**src/rtl/alu_muldiv_if.sv**
```systemverilog
// Handshake and operand bus between the EX stage and the multiply/divide unit.
// The master side (pipeline) drives the operation; the slave side (unit) answers.
interface alu_muldiv_if #(
   parameter int DATA_WIDTH    = 32,
   parameter int OPCODE_LENGTH = 3
);
   logic                     flush;
   logic                     in_valid;
   logic                     in_ready;
   logic [DATA_WIDTH-1:0]    SrcA;
   logic [DATA_WIDTH-1:0]    SrcB;
   logic [OPCODE_LENGTH-1:0] Operation;
   logic                     out_valid;
   logic                     out_ready;
   logic [DATA_WIDTH-1:0]    Result;
   logic                     busy;

   modport master (
      output flush, in_valid, SrcA, SrcB, Operation, out_ready,
      input  in_ready, out_valid, Result, busy
   );

   modport slave (
      input  flush, in_valid, SrcA, SrcB, Operation, out_ready,
      output in_ready, out_valid, Result, busy
   );
endinterface

```
**src/rtl/alu_muldiv.sv**
```systemverilog
// Multi-cycle RV32M execute unit: radix-2 shift-add multiply and restoring
// divide, one step per clock, with valid/ready handshakes and a pipeline flush.
// Operands are converted to magnitudes on accept and the sign is fixed up on
// the final step, so the iterative datapath is purely unsigned.
module alu_muldiv #(
   parameter int DATA_WIDTH    = 32,
   parameter int OPCODE_LENGTH = 3
) (
   input logic         clk,
   input logic         reset,
   alu_muldiv_if.slave bus
);
   localparam int W  = DATA_WIDTH;
   localparam int CW = $clog2(DATA_WIDTH + 1);

   typedef enum logic [1:0] {IDLE, CALC, DONE} state_t;

   state_t          state_q, state_d;
   logic [CW-1:0]   count_q, count_d;
   logic [2*W-1:0]  acc_q, acc_d;
   logic [W-1:0]    operand_q, operand_d;
   logic [2:0]      op_q, op_d;
   logic            signA_q, signA_d;
   logic            signB_q, signB_d;
   logic [W-1:0]    result_q, result_d;

   logic [2:0]      opIn;
   logic            aSignedIn, bSignedIn, negAIn, negBIn;
   logic [W-1:0]    magA, magB;
   logic            divZeroIn, overflowIn, acceptIn;
   logic [W:0]      mulSum, divDiff;
   logic [2*W-1:0]  mulStep, divStep, stepAcc, product;
   logic [W-1:0]    quotient, remainder, finalResult;

   // Operand decode: which operands count as signed and their magnitudes.
   assign opIn       = bus.Operation[2:0];
   assign aSignedIn  = (opIn == 3'b001) || (opIn == 3'b010) || (opIn == 3'b100) || (opIn == 3'b110);
   assign bSignedIn  = (opIn == 3'b001) || (opIn == 3'b100) || (opIn == 3'b110);
   assign negAIn     = aSignedIn && bus.SrcA[W-1];
   assign negBIn     = bSignedIn && bus.SrcB[W-1];
   assign magA       = negAIn ? ({W{1'b0}} - bus.SrcA) : bus.SrcA;
   assign magB       = negBIn ? ({W{1'b0}} - bus.SrcB) : bus.SrcB;
   assign divZeroIn  = opIn[2] && (bus.SrcB == {W{1'b0}});
   assign overflowIn = opIn[2] && !opIn[0] && (bus.SrcA == {1'b1, {(W-1){1'b0}}})
                       && (bus.SrcB == {W{1'b1}});
   assign acceptIn   = bus.in_valid && !bus.flush;

   // One iteration: multiply keeps {partial product, multiplier} in acc_q,
   // divide keeps {remainder, quotient} in acc_q; operand_q holds the other value.
   assign mulSum  = {1'b0, acc_q[2*W-1:W]} + {1'b0, operand_q};
   assign mulStep = acc_q[0] ? {mulSum, acc_q[W-1:1]} : {1'b0, acc_q[2*W-1:1]};
   assign divDiff = acc_q[2*W-1:W-1] - {1'b0, operand_q};
   assign divStep = divDiff[W] ? {acc_q[2*W-2:0], 1'b0}
                               : {divDiff[W-1:0], acc_q[W-2:0], 1'b1};
   assign stepAcc = op_q[2] ? divStep : mulStep;

   // Sign correction applied to the value produced by the last iteration.
   assign product   = (signA_q ^ signB_q) ? ({(2*W){1'b0}} - stepAcc) : stepAcc;
   assign quotient  = (signA_q ^ signB_q) ? ({W{1'b0}} - stepAcc[W-1:0]) : stepAcc[W-1:0];
   assign remainder = signA_q ? ({W{1'b0}} - stepAcc[2*W-1:W]) : stepAcc[2*W-1:W];

   // Pick the half or field of the finished computation that the op returns.
   always_comb begin
      finalResult = product[W-1:0];
      unique case (op_q)
         3'b000:                 finalResult = product[W-1:0];
         3'b001, 3'b010, 3'b011: finalResult = product[2*W-1:W];
         3'b100, 3'b101:         finalResult = quotient;
         default:                finalResult = remainder;
      endcase
   end

   // Next-state logic: accept in IDLE, iterate in CALC, hold in DONE; flush overrides all.
   always_comb begin
      state_d   = state_q;
      count_d   = count_q;
      acc_d     = acc_q;
      operand_d = operand_q;
      op_d      = op_q;
      signA_d   = signA_q;
      signB_d   = signB_q;
      result_d  = result_q;
      unique case (state_q)
         IDLE: begin
            if (acceptIn) begin
               op_d    = opIn;
               signA_d = negAIn;
               signB_d = negBIn;
               if (divZeroIn) begin
                  result_d = opIn[1] ? bus.SrcA : {W{1'b1}};
                  state_d  = DONE;
               end else if (overflowIn) begin
                  result_d = opIn[1] ? {W{1'b0}} : bus.SrcA;
                  state_d  = DONE;
               end else begin
                  acc_d     = {{W{1'b0}}, (opIn[2] ? magA : magB)};
                  operand_d = opIn[2] ? magB : magA;
                  count_d   = CW'(W);
                  state_d   = CALC;
               end
            end
         end
         CALC: begin
            acc_d   = stepAcc;
            count_d = count_q - CW'(1);
            if (count_q == CW'(1)) begin
               result_d = finalResult;
               state_d  = DONE;
            end
         end
         DONE: begin
            if (bus.out_ready) begin
               state_d = IDLE;
            end
         end
         default: state_d = IDLE;
      endcase
      if (bus.flush) begin
         state_d = IDLE;
         count_d = '0;
      end
   end

   // State and datapath registers with asynchronous active-low reset.
   always_ff @(posedge clk or negedge reset) begin
      if (!reset) begin
         state_q   <= IDLE;
         count_q   <= '0;
         acc_q     <= '0;
         operand_q <= '0;
         op_q      <= '0;
         signA_q   <= 1'b0;
         signB_q   <= 1'b0;
         result_q  <= '0;
      end else begin
         state_q   <= state_d;
         count_q   <= count_d;
         acc_q     <= acc_d;
         operand_q <= operand_d;
         op_q      <= op_d;
         signA_q   <= signA_d;
         signB_q   <= signB_d;
         result_q  <= result_d;
      end
   end

   assign bus.in_ready  = (state_q == IDLE);
   assign bus.out_valid = (state_q == DONE);
   assign bus.busy      = (state_q != IDLE);
   assign bus.Result    = result_q;
endmodule

```
**src/flat_wrapper.sv**
```systemverilog
// flat-port wrapper written by rule: the top's interface ports become plain ports
module alu_muldiv_flat 
#(
   parameter int DATA_WIDTH    = 32,
   parameter int OPCODE_LENGTH = 3
)
  (clk, reset, bus_flush, bus_in_valid, bus_SrcA, bus_SrcB, bus_Operation, bus_out_ready, bus_in_ready, bus_out_valid, bus_Result, bus_busy);
  alu_muldiv_if #(.DATA_WIDTH(DATA_WIDTH), .OPCODE_LENGTH(OPCODE_LENGTH)) bus_i ();
  input logic clk;
  input logic reset;
  input wire logic [$bits(bus_i.flush)-1:0] bus_flush;
  input wire logic [$bits(bus_i.in_valid)-1:0] bus_in_valid;
  input wire logic [$bits(bus_i.SrcA)-1:0] bus_SrcA;
  input wire logic [$bits(bus_i.SrcB)-1:0] bus_SrcB;
  input wire logic [$bits(bus_i.Operation)-1:0] bus_Operation;
  input wire logic [$bits(bus_i.out_ready)-1:0] bus_out_ready;
  output wire logic [$bits(bus_i.in_ready)-1:0] bus_in_ready;
  output wire logic [$bits(bus_i.out_valid)-1:0] bus_out_valid;
  output wire logic [$bits(bus_i.Result)-1:0] bus_Result;
  output wire logic [$bits(bus_i.busy)-1:0] bus_busy;
  assign bus_i.flush = bus_flush;
  assign bus_i.in_valid = bus_in_valid;
  assign bus_i.SrcA = bus_SrcA;
  assign bus_i.SrcB = bus_SrcB;
  assign bus_i.Operation = bus_Operation;
  assign bus_i.out_ready = bus_out_ready;
  assign bus_in_ready = bus_i.in_ready;
  assign bus_out_valid = bus_i.out_valid;
  assign bus_Result = bus_i.Result;
  assign bus_busy = bus_i.busy;
  alu_muldiv #(.DATA_WIDTH(DATA_WIDTH), .OPCODE_LENGTH(OPCODE_LENGTH)) u_core (.clk(clk), .reset(reset), .bus(bus_i));
endmodule
```
**config.mk**
```make
export PLATFORM = sky130hd
export DESIGN_NAME = alu_muldiv_flat
export DESIGN_NICKNAME = d
export VERILOG_FILES = /design/src/rtl/alu_muldiv_if.sv /design/src/rtl/alu_muldiv.sv /design/src/flat_wrapper.sv
export SDC_FILE = /design/constraint.sdc
export NUM_CORES = 1
export LEC_CHECK = 0
export CORE_MARGIN = 2
export CORE_UTILIZATION = 38
export DETAILED_ROUTE_END_ITERATION = 12
export REMOVE_ABC_BUFFERS = 1
export SYNTH_ARGS = -nofsm -noshare
export SYNTH_HDL_FRONTEND = slang
export SYNTH_SLANG_ARGS = --single-unit
```
**constraint.sdc**
```tcl
create_clock -name clk -period 13.06 [get_ports clk]
set_input_delay 1.959 -clock clk [delete_from_list [all_inputs] [get_ports clk]]
set_output_delay 1.959 -clock clk [all_outputs]
set_load 0.1 [all_outputs]
```
After elaboration in Yosys (flattened, before gate mapping)
Cells that the tools add are included.

word-level totals
  bits in registers = 141
  input port bits = 72
  output and inout bits = 35
  logic and storage cells = 105

cells by class
  add/subtract/negate cells = 8
  eq/ne operators = 24
  muxes and demuxes = 34
  bitwise operators = 3
  reduce and logical (&&, ||, !) cells = 28

operators with widths
  kind                                                                  number
  64-bit two-way mux                                                    7
  32-bit two-way mux                                                    12
  64-bit one-hot mux with 2 select lines                                1
  1-bit by 32-bit subtractor with 32-bit output (first input constant)  4
  32-bit one-hot mux with 3 select lines                                1
  32-bit == test (second input constant)                                2
  32-bit one-hot mux with 2 select lines                                1
  1-bit by 64-bit subtractor with 64-bit output (first input constant)  1
  32-bit by 32-bit adder with 33-bit output                             1
  33-bit by 32-bit subtractor with 33-bit output                        1
  32-bit zero test                                                      1
  6-bit two-way mux                                                     4
  4-bit AND reduction                                                   4
  3-bit == test (second input constant)                                 4
  2-bit two-way mux                                                     6
  6-bit one-hot mux with 2 select lines                                 1
  3-bit by 2-bit == test with 1-bit output (second input constant)      3
  3-bit != test (second input constant)                                 3
  1-bit logical AND                                                     7
  3-bit by 1-bit == test with 1-bit output (second input constant)      2
  6-bit by 1-bit == test with 1-bit output (second input constant)      1
  3-bit by 2-bit != test with 1-bit output (second input constant)      2
  2-bit one-hot mux with 3 select lines                                 1
  6-bit by 1-bit subtractor with 6-bit output (second input constant)   1
  other kinds (17)                                                      26

Logic depth before layout (Yosys ltp)
  depth in word-level cells = 11
  depth in mapped cells = 26
  depth with buffers taken out = 23

Worst setup path before layout
No wires, ideal clock.

  path kind = input -> register
  from = in bus_SrcB[18]
  to = reg u_core.result_q[21] (netlist: u_core.bus.Result[21])
  setup time = 0.129 ns
  data arrival time = 4.858 ns
  data required time = 12.931 ns
  path slack = 8.073 ns
  stages = 12
  path through = or4_1 -> or3_1 -> or3_1 -> or4_1 -> o31ai_1 -> nor2b_1 -> nand2_1 -> a21oi_2 -> nand2_1 -> buf_2 -> a221oi_1 -> a21oi_1

on the way
  cells in the longest elaborated chain, start to end = 5
  elaborated cells on any way between the ends = 9
  classes of those cells = 2 x eq/ne; 3 x mux; 4 x reduce/logical

RTL lines
  what                                    RTL line            RTL
  start: declaration                      flat_wrapper.sv:14  input wire logic [$bits(bus_i.SrcB)-1:0] bus_SrcB;
  32-bit zero test                        alu_muldiv.sv:43    assign divZeroIn = opIn[2] && (bus.SrcB == {W{1'b0}});
  1-bit logical AND                       alu_muldiv.sv:43
  32-bit two-way mux                      alu_muldiv.sv:89    if (divZeroIn) begin
  32-bit two-way mux                      alu_muldiv.sv:85    if (acceptIn) begin
  32-bit one-hot mux with 2 select lines  alu_muldiv.sv:83    unique case (state_q)
  end signal: assignment                  alu_muldiv.sv:143   result_q <= result_d;
  end: declaration                        alu_muldiv.sv:25    logic [W-1:0] result_q, result_d;

Parallel ways exist; a longest one is shown, timed or not. The select of a mux whose other input is x is not followed.
A chain may end at the register's enable or synchronous reset.

Worst setup path in the final report
  from = in bus_SrcB[0]
  to = reg u_core.result_q[25] (netlist: u_core.bus.Result[25])

Same word-level chain as after synthesis.

==> results.yml <==
die:
  die_w_microns: 213
  coreArea_sq_um: 43200
  io_pins: 107
  dieArea_sq_um: 45500
  start_util: 0.385
  die_h_microns: 213
  core.rowCount: 76
worst_hold_path:
  min_path_type: "register to register"
layout:
  finish.net_count: 2476
  syn_to_final_growth_pct: 12.6
  fill_cells: 4485
  drive_gt1_frac: 0.0580
  design_area_sq_um: 18700
  utilization: 0.434
cts:
  htreeDepth: 4
  cts-root-buf: "clkbuf_16"
  clk_pin_slew_worst_paths_ps: 60
  cts_tree: "built"
  numCtsBuffers: 17
  numClockSinks: 141
  post_cts_buffers: 0
  clk_latency_ps: 450
  cts_resized: 0
  ctsHoldBuffers: 0
  cts_max_path_buffers: 2
route:
  viasPerCell: 6.10
  drtAntennaViolNets: 0
  drc: 0
  routed_wl_microns: 64600
  drt-pass1-iter-count: 6
  route.vias.total: 17860
  routedWlPerCell_microns: 22.0
  first_iter_violations: 1721
sta:
  skew_ps: 9.01
  relSlewSlack: 0.207
  layout_min_cycle_time_ps: 6540
  whs_ps: 486
  tightest_slew_ps: 1180
  finalHoldViolations: 0
  drv_slew: 0
  rsz0062_at_grt: "false"
  setup_viol: 0
  fmax_ghz: 0.153
  tns_ps: 0
  fin_crit_sh: 0.501
placement:
  place.gp.congestion: 0.972
  place_hpwl_microns: 50100
  placed_cell_area_sq_um: 18100
  portBuffers: 106
critical_path:
  crit_path_start_kind: "primary input"
  critPathTopFamily: "simple AND/OR/NAND/NOR gates"
  crit_arrival_ps: 6870
  cp.required_ps: 13380
  cp_max_fo: 12
  slowest_stage: "or4_1"
  critPathBufInv: 2
  worstPathCellList: "clkdlybuf4s50_1 -> inv_1 -> ha_1 -> nor2b_1 -> nand3_1 -> or3_1 -> or4_1 -> o31ai_1 -> nor2b_1 -> nand2_1 -> a21oi_2 -> nand2_1 -> a221oi_1 -> o31a_1 -> a31oi_1"
  cpPeakStageDelay_ps: 740
  endpoint_kind: "register"
  criticalPathCategory: "primary input to register"
logic_synthesis:
  async_reset_ff_frac: 1.00
  synth_seq_area_share: 0.212
  synth_top_area_share: 0.212
  synthFlopType: "dfrtp_1"
  netlist_area_sq_um: 16600
  syn_inst: 2320
  yosysWarnings: 0
  synth.distinct_cells: 100
  synth.avg_cell_area_sq_um: 7.17
  ys_ff_latch: 141
  netlist_top_cells_area: "dfrtp_1 21%, a21oi_1 7.4%, nand2_1 6.9%"
  synth_edf_count: 0
  synth_largest_area_cell: "dfrtp_1"
power:
  ir_drop_uv: 150
  p_per_area_nw_per_um2: 273
  leakagePower_nw: 7.38
global_route:
  grt_usage: 0.285
  grt_first_pass_wirelength_microns: 99500
  antenna_found_initial: 1
  overflow: 0
  grt_max_degree: 97
  first_global_vias: 16863
job:
  drv_cap: 0
run_status:
  status: "completed"
==> layout by cell type (no fill, tap or decap), types with 67 or more instances in the layout <==
master,count
dfrtp_1,140
clkdlybuf4s50_1,104
xor2_1,69
a21oi_1,246
ha_1,71
xnor2_1,95
nand2_1,304
nor3_1,67
nor2_1,202
inv_1,81
o21ai_0,224
==> cells by family after synthesis <==
logic type                 share of synthesized area
and+or+nand+nor                                0.234
buffers and inverters                         0.0556
xor gates and xnor gates                      0.0868
DFF                                            0.212
adders and majority gates                     0.0618
AOI/OAI and AO/OA                              0.307
muxes                                         0.0429
==> state kept, by name, indices dropped and copies added, names as in the netlist <==
name	flops
u_core.acc_q	64
u_core.bus.Result	32
u_core.signB_q	1
u_core.state_q	2
u_core.count_q	6
u_core.op_q	3
u_core.operand_q	32
u_core.signA_q	1
==> where the power goes <==
| part | switching [mW] | internal (mW) |
|---|---|---|
| Clock | 0.199 | 0.348 |
| Sequential | 0.246 | 0.596 |
| Combinational | 2.48 | 1.24 |
| Total | 2.92 | 2.19 |
==> layer usage <==
metal | track usage | wire, microns
met1 | 0.393 | 29300
met2 | 0.449 | 28600
met3 | 0.0409 | 4420
met4 | 0.108 | 2200
met5 | 0 | 0
==> path summary, 6_finish.rpt <==
| kind | start | to | slack, ps | depth (start not counted) |
|---|---|---|---|---|
| max reg2reg | u_core.acc_q[31]$_DFFE_PN0P_ | u_core.bus.Result[26]$_DFFE_PN0P_ | 6940 | 24 |
| min in group asynchronous | reset | u_core.acc_q[4]$_DFFE_PN0P_ | 1540 | 1 |
| max | bus_SrcB[0] | u_core.bus.Result[25]$_DFFE_PN0P_ | 6520 | 15 |
| max in group asynchronous | reset | u_core.op_q[2]$_DFFE_PN0P_ | 10090 | 2 |
| min | u_core.bus.Result[6]$_DFFE_PN0P_ | u_core.bus.Result[6]$_DFFE_PN0P_ | 490 | 2 |
| min reg2reg | u_core.bus.Result[6]$_DFFE_PN0P_ | u_core.bus.Result[6]$_DFFE_PN0P_ | 490 | 2 |
==> through the flow <==
stage,worst slack [ps],instances,power (mW)
final,6520,2930,5.11
after global routing,6270,2929,5.45
after CTS,6600,2929,5.03
after detailed placement,6150,2897,4.46
after global placement,6260,2897,4.44
after floorplan,5320,2174,3.39
==> cell usage after synthesis (22+ instances only) <==
library cell / count
a211oi_1: 28
a21o_1: 34
a21oi_1: 246
a31oi_1: 33
buf_2: 32
clkbuf_1: 97
dfrtp_1: 141
ha_1: 71
inv_1: 81
mux2i_1: 60
nand2_1: 304
nand3_1: 43
nand4_1: 35
nor2_1: 202
nor3_1: 67
nor4_1: 22
o21ai_0: 224
o31ai_1: 22
or3_1: 22
xnor2_1: 96
xor2_1: 69
==> layout make-up <==
cell class / count / area [sq um] / area share
tap: 585 / 732 / 0.0390
timing repair buffer: 138 / 1300 / 0.0692
clock inverter: 11 / 189 / 0.0101
inverter: 82 / 308 / 0.0164
antenna: 1 / 2.50 / 0.000134
sequential: 141 / 3530 / 0.188
multi-input combinational: 1951 / 12200 / 0.652
clock buffer: 21 / 460 / 0.0246
==> worst register-to-register path, delay by kind of cell (launching register included) <==
kind                     cells  cell delay, ps
AO/OA/AOI/OAI                6            1130
flip-flops                   1             400
adder cells (fa/ha/maj)      3             920
multiplexers                 2             520
AND/OR/NAND/NOR              8            2280
buffers and inverters        5             750
Note: power is estimated with default switching activity, not from simulation.
==> edit: new RTL, same settings <==
Reset style: synchronous (`reset`), changed in one clocked block. Comments in the files are not updated.
--- a/src/rtl/alu_muldiv.sv
+++ b/src/rtl/alu_muldiv.sv
@@ -124,3 +124,3 @@
    // State and datapath registers with asynchronous active-low reset.
-   always_ff @(posedge clk or negedge reset) begin
+   always_ff @(posedge clk) begin
       if (!reset) begin
Formal check against the unedited RTL: differs if reset is asserted again (counterexample within 4 cycles, from zero or initial values and one cycle with reset low); with reset held inactive, the same outputs for 4 cycles.
==> edit against the original RTL <==
- area after synthesis rose by 0.91%
- sequential cell count stayed put
- clock skew rose by 0.0042 ns
- design area grew 0.54%
- synthesized cell count is 4.7% higher
- non-clock buffer count up 6
- critical path depth is 1 lower
- worst setup slack better by 0.0049 ns
- routed wire length rose by 11%
Power is left out: it rests on default switching activity, and per cell area and clock period it moved more than threefold.
==> edit: results (changes against the original RTL) <==
- Non-clk invs: 74 (was 82)
- Gr usage total: 30.4% (was 28.5%)
- WL per Instance: 23.7 um (was 22.0 um)
- FF-to-FF End: u_core.bus.Result[20] (was u_core.bus.Result[26])
- GPL Wtd Cong: 0.998 (was 0.972)
- Global Route met1 Usage: 40.5% (was 39.3%)
- Status: finished, final reports clean (unchanged)
- Non-CTS buffers: 144 (was 138)
- Detailed placer's ending HPWL: 56,700 um (was 50,100 um)
- Clock buffer count in the final layout: 19 (was 21)
- Share of layout cells above drive strength 1: 5.94% (was 5.80%)
- WHS: 0.463 ns (was 0.486 ns)
- Max Freq: 0.153 GHz (about the same)
- Largest net degree at the start of global routing: 94 (was 97)
- Vias: 19,300 (was 17,900)
- Reg2reg path depth: 23 (was 24)
- Sequential share of cell area: 15.0% (was 18.8%)
- Number of global-route vias before repair: 18,100 (was 16,900)
- Post-synth top cells: 276 x nand2_1, 252 x nor2_1, 225 x a21oi_1, 163 x o21ai_0, 141 x dfxtp_1 (was 304 x nand2_1, 246 x a21oi_1, 224 x o21ai_0, 202 x nor2_1, 141 x dfrtp_1)
- First-pass GRT wire length: 109,000 um (was 99,500 um)
- Critical path arrival: 6.92 ns (was 6.87 ns)
- Initial DRC count: 1,874 (was 1,721)
- Most used DFF post-synth: dfxtp_1 (was dfrtp_1)
- Max reg flops: 64 (unchanged)
- Post-synthesis sequential area ratio: 16.8% (was 21.2%)
- Final core occ: 42.9% (was 43.4%)
- Setup Skew: 0.0132 ns (was 0.00901 ns)
- Biggest cell delay along the critical path: 0.84 ns (was 0.74 ns)
- Die width: 214 um (was 213 um)
- Clock buffers and inverters, area share: 3.11% (was 3.46%)
- Hold path startpoint: u_core.bus.Result[6] (unchanged)
- Met2 Usage GRT: 49.8% (was 44.9%)
- R2r setup slk: 6.67 ns (was 6.94 ns)
- Worst Setup SP: bus_SrcB[9] (was bus_SrcB[0])
- Synthesized area per cell: 6.92 um^2 (was 7.17 um^2)
- Multi-input gate area: 13,100 um^2 (was 12,200 um^2)
- Top cells by area, synth: dfxtp_1 17%, a21oi_1 6.7%, nand2_1 6.2% (was dfrtp_1 21%, a21oi_1 7.4%, nand2_1 6.9%)
- Min cycle time layout: 6.54 ns (about the same)
- Synth cell types: 108 (was 100)
- Pre-CTS setup slack: 6.14 ns (was 6.15 ns)
- Slowest-stage cell, CP: nor2_4 (was or4_1)
- Worst min-delay path endpoint: u_core.bus.Result[6] (unchanged)
- Critical path endpoint: u_core.bus.Result[29] (was u_core.bus.Result[25])
- Non-clk buf share: 7.12% (was 6.92%)
- Slew @ Worst Pin: 1.20 ns (was 1.18 ns)
- Async S/R FF share, synth: 0% (was 100%)
- Post-Layout Cell Count: 3,034 (was 2,930)
- Fin nets: 2,573 (was 2,476)
==> edit: cell count changes in the layout (fill, tap and decap cells not counted), sizes merged, moves of 16 or more <==
cell	change
nand2	-27
o211ai	+49
nor2	+53
nand3	+23
o21ai	-63
dfxtp	+141
a211oi	+32
a21oi	-21
a21o	-16
dfrtp	-141
==> edit: cells by family (layout without fill, tap and decap cells) <==
group,after synthesis,in the layout,share of synthesized area [%]
AO/OA/AOI/OAI,816,816,32.0
XOR/XNOR,168,168,8.76
adder cells (fa/ha/maj),97,97,6.96
buffers and inverters,237,250,5.58
flip-flops,141,141,16.8
multiplexers,63,63,3.81
other,0,1,0
AND/OR/NAND/NOR,906,906,26.0
==> edit: layer usage <==
layer | vias up | part of all wire [%]
met5 | - | 0
met4 | 0 | 3.9
met3 | 139 | 7.2
met2 | 858 | 45
met1 | 9264 | 44
li1 | 9020 | -
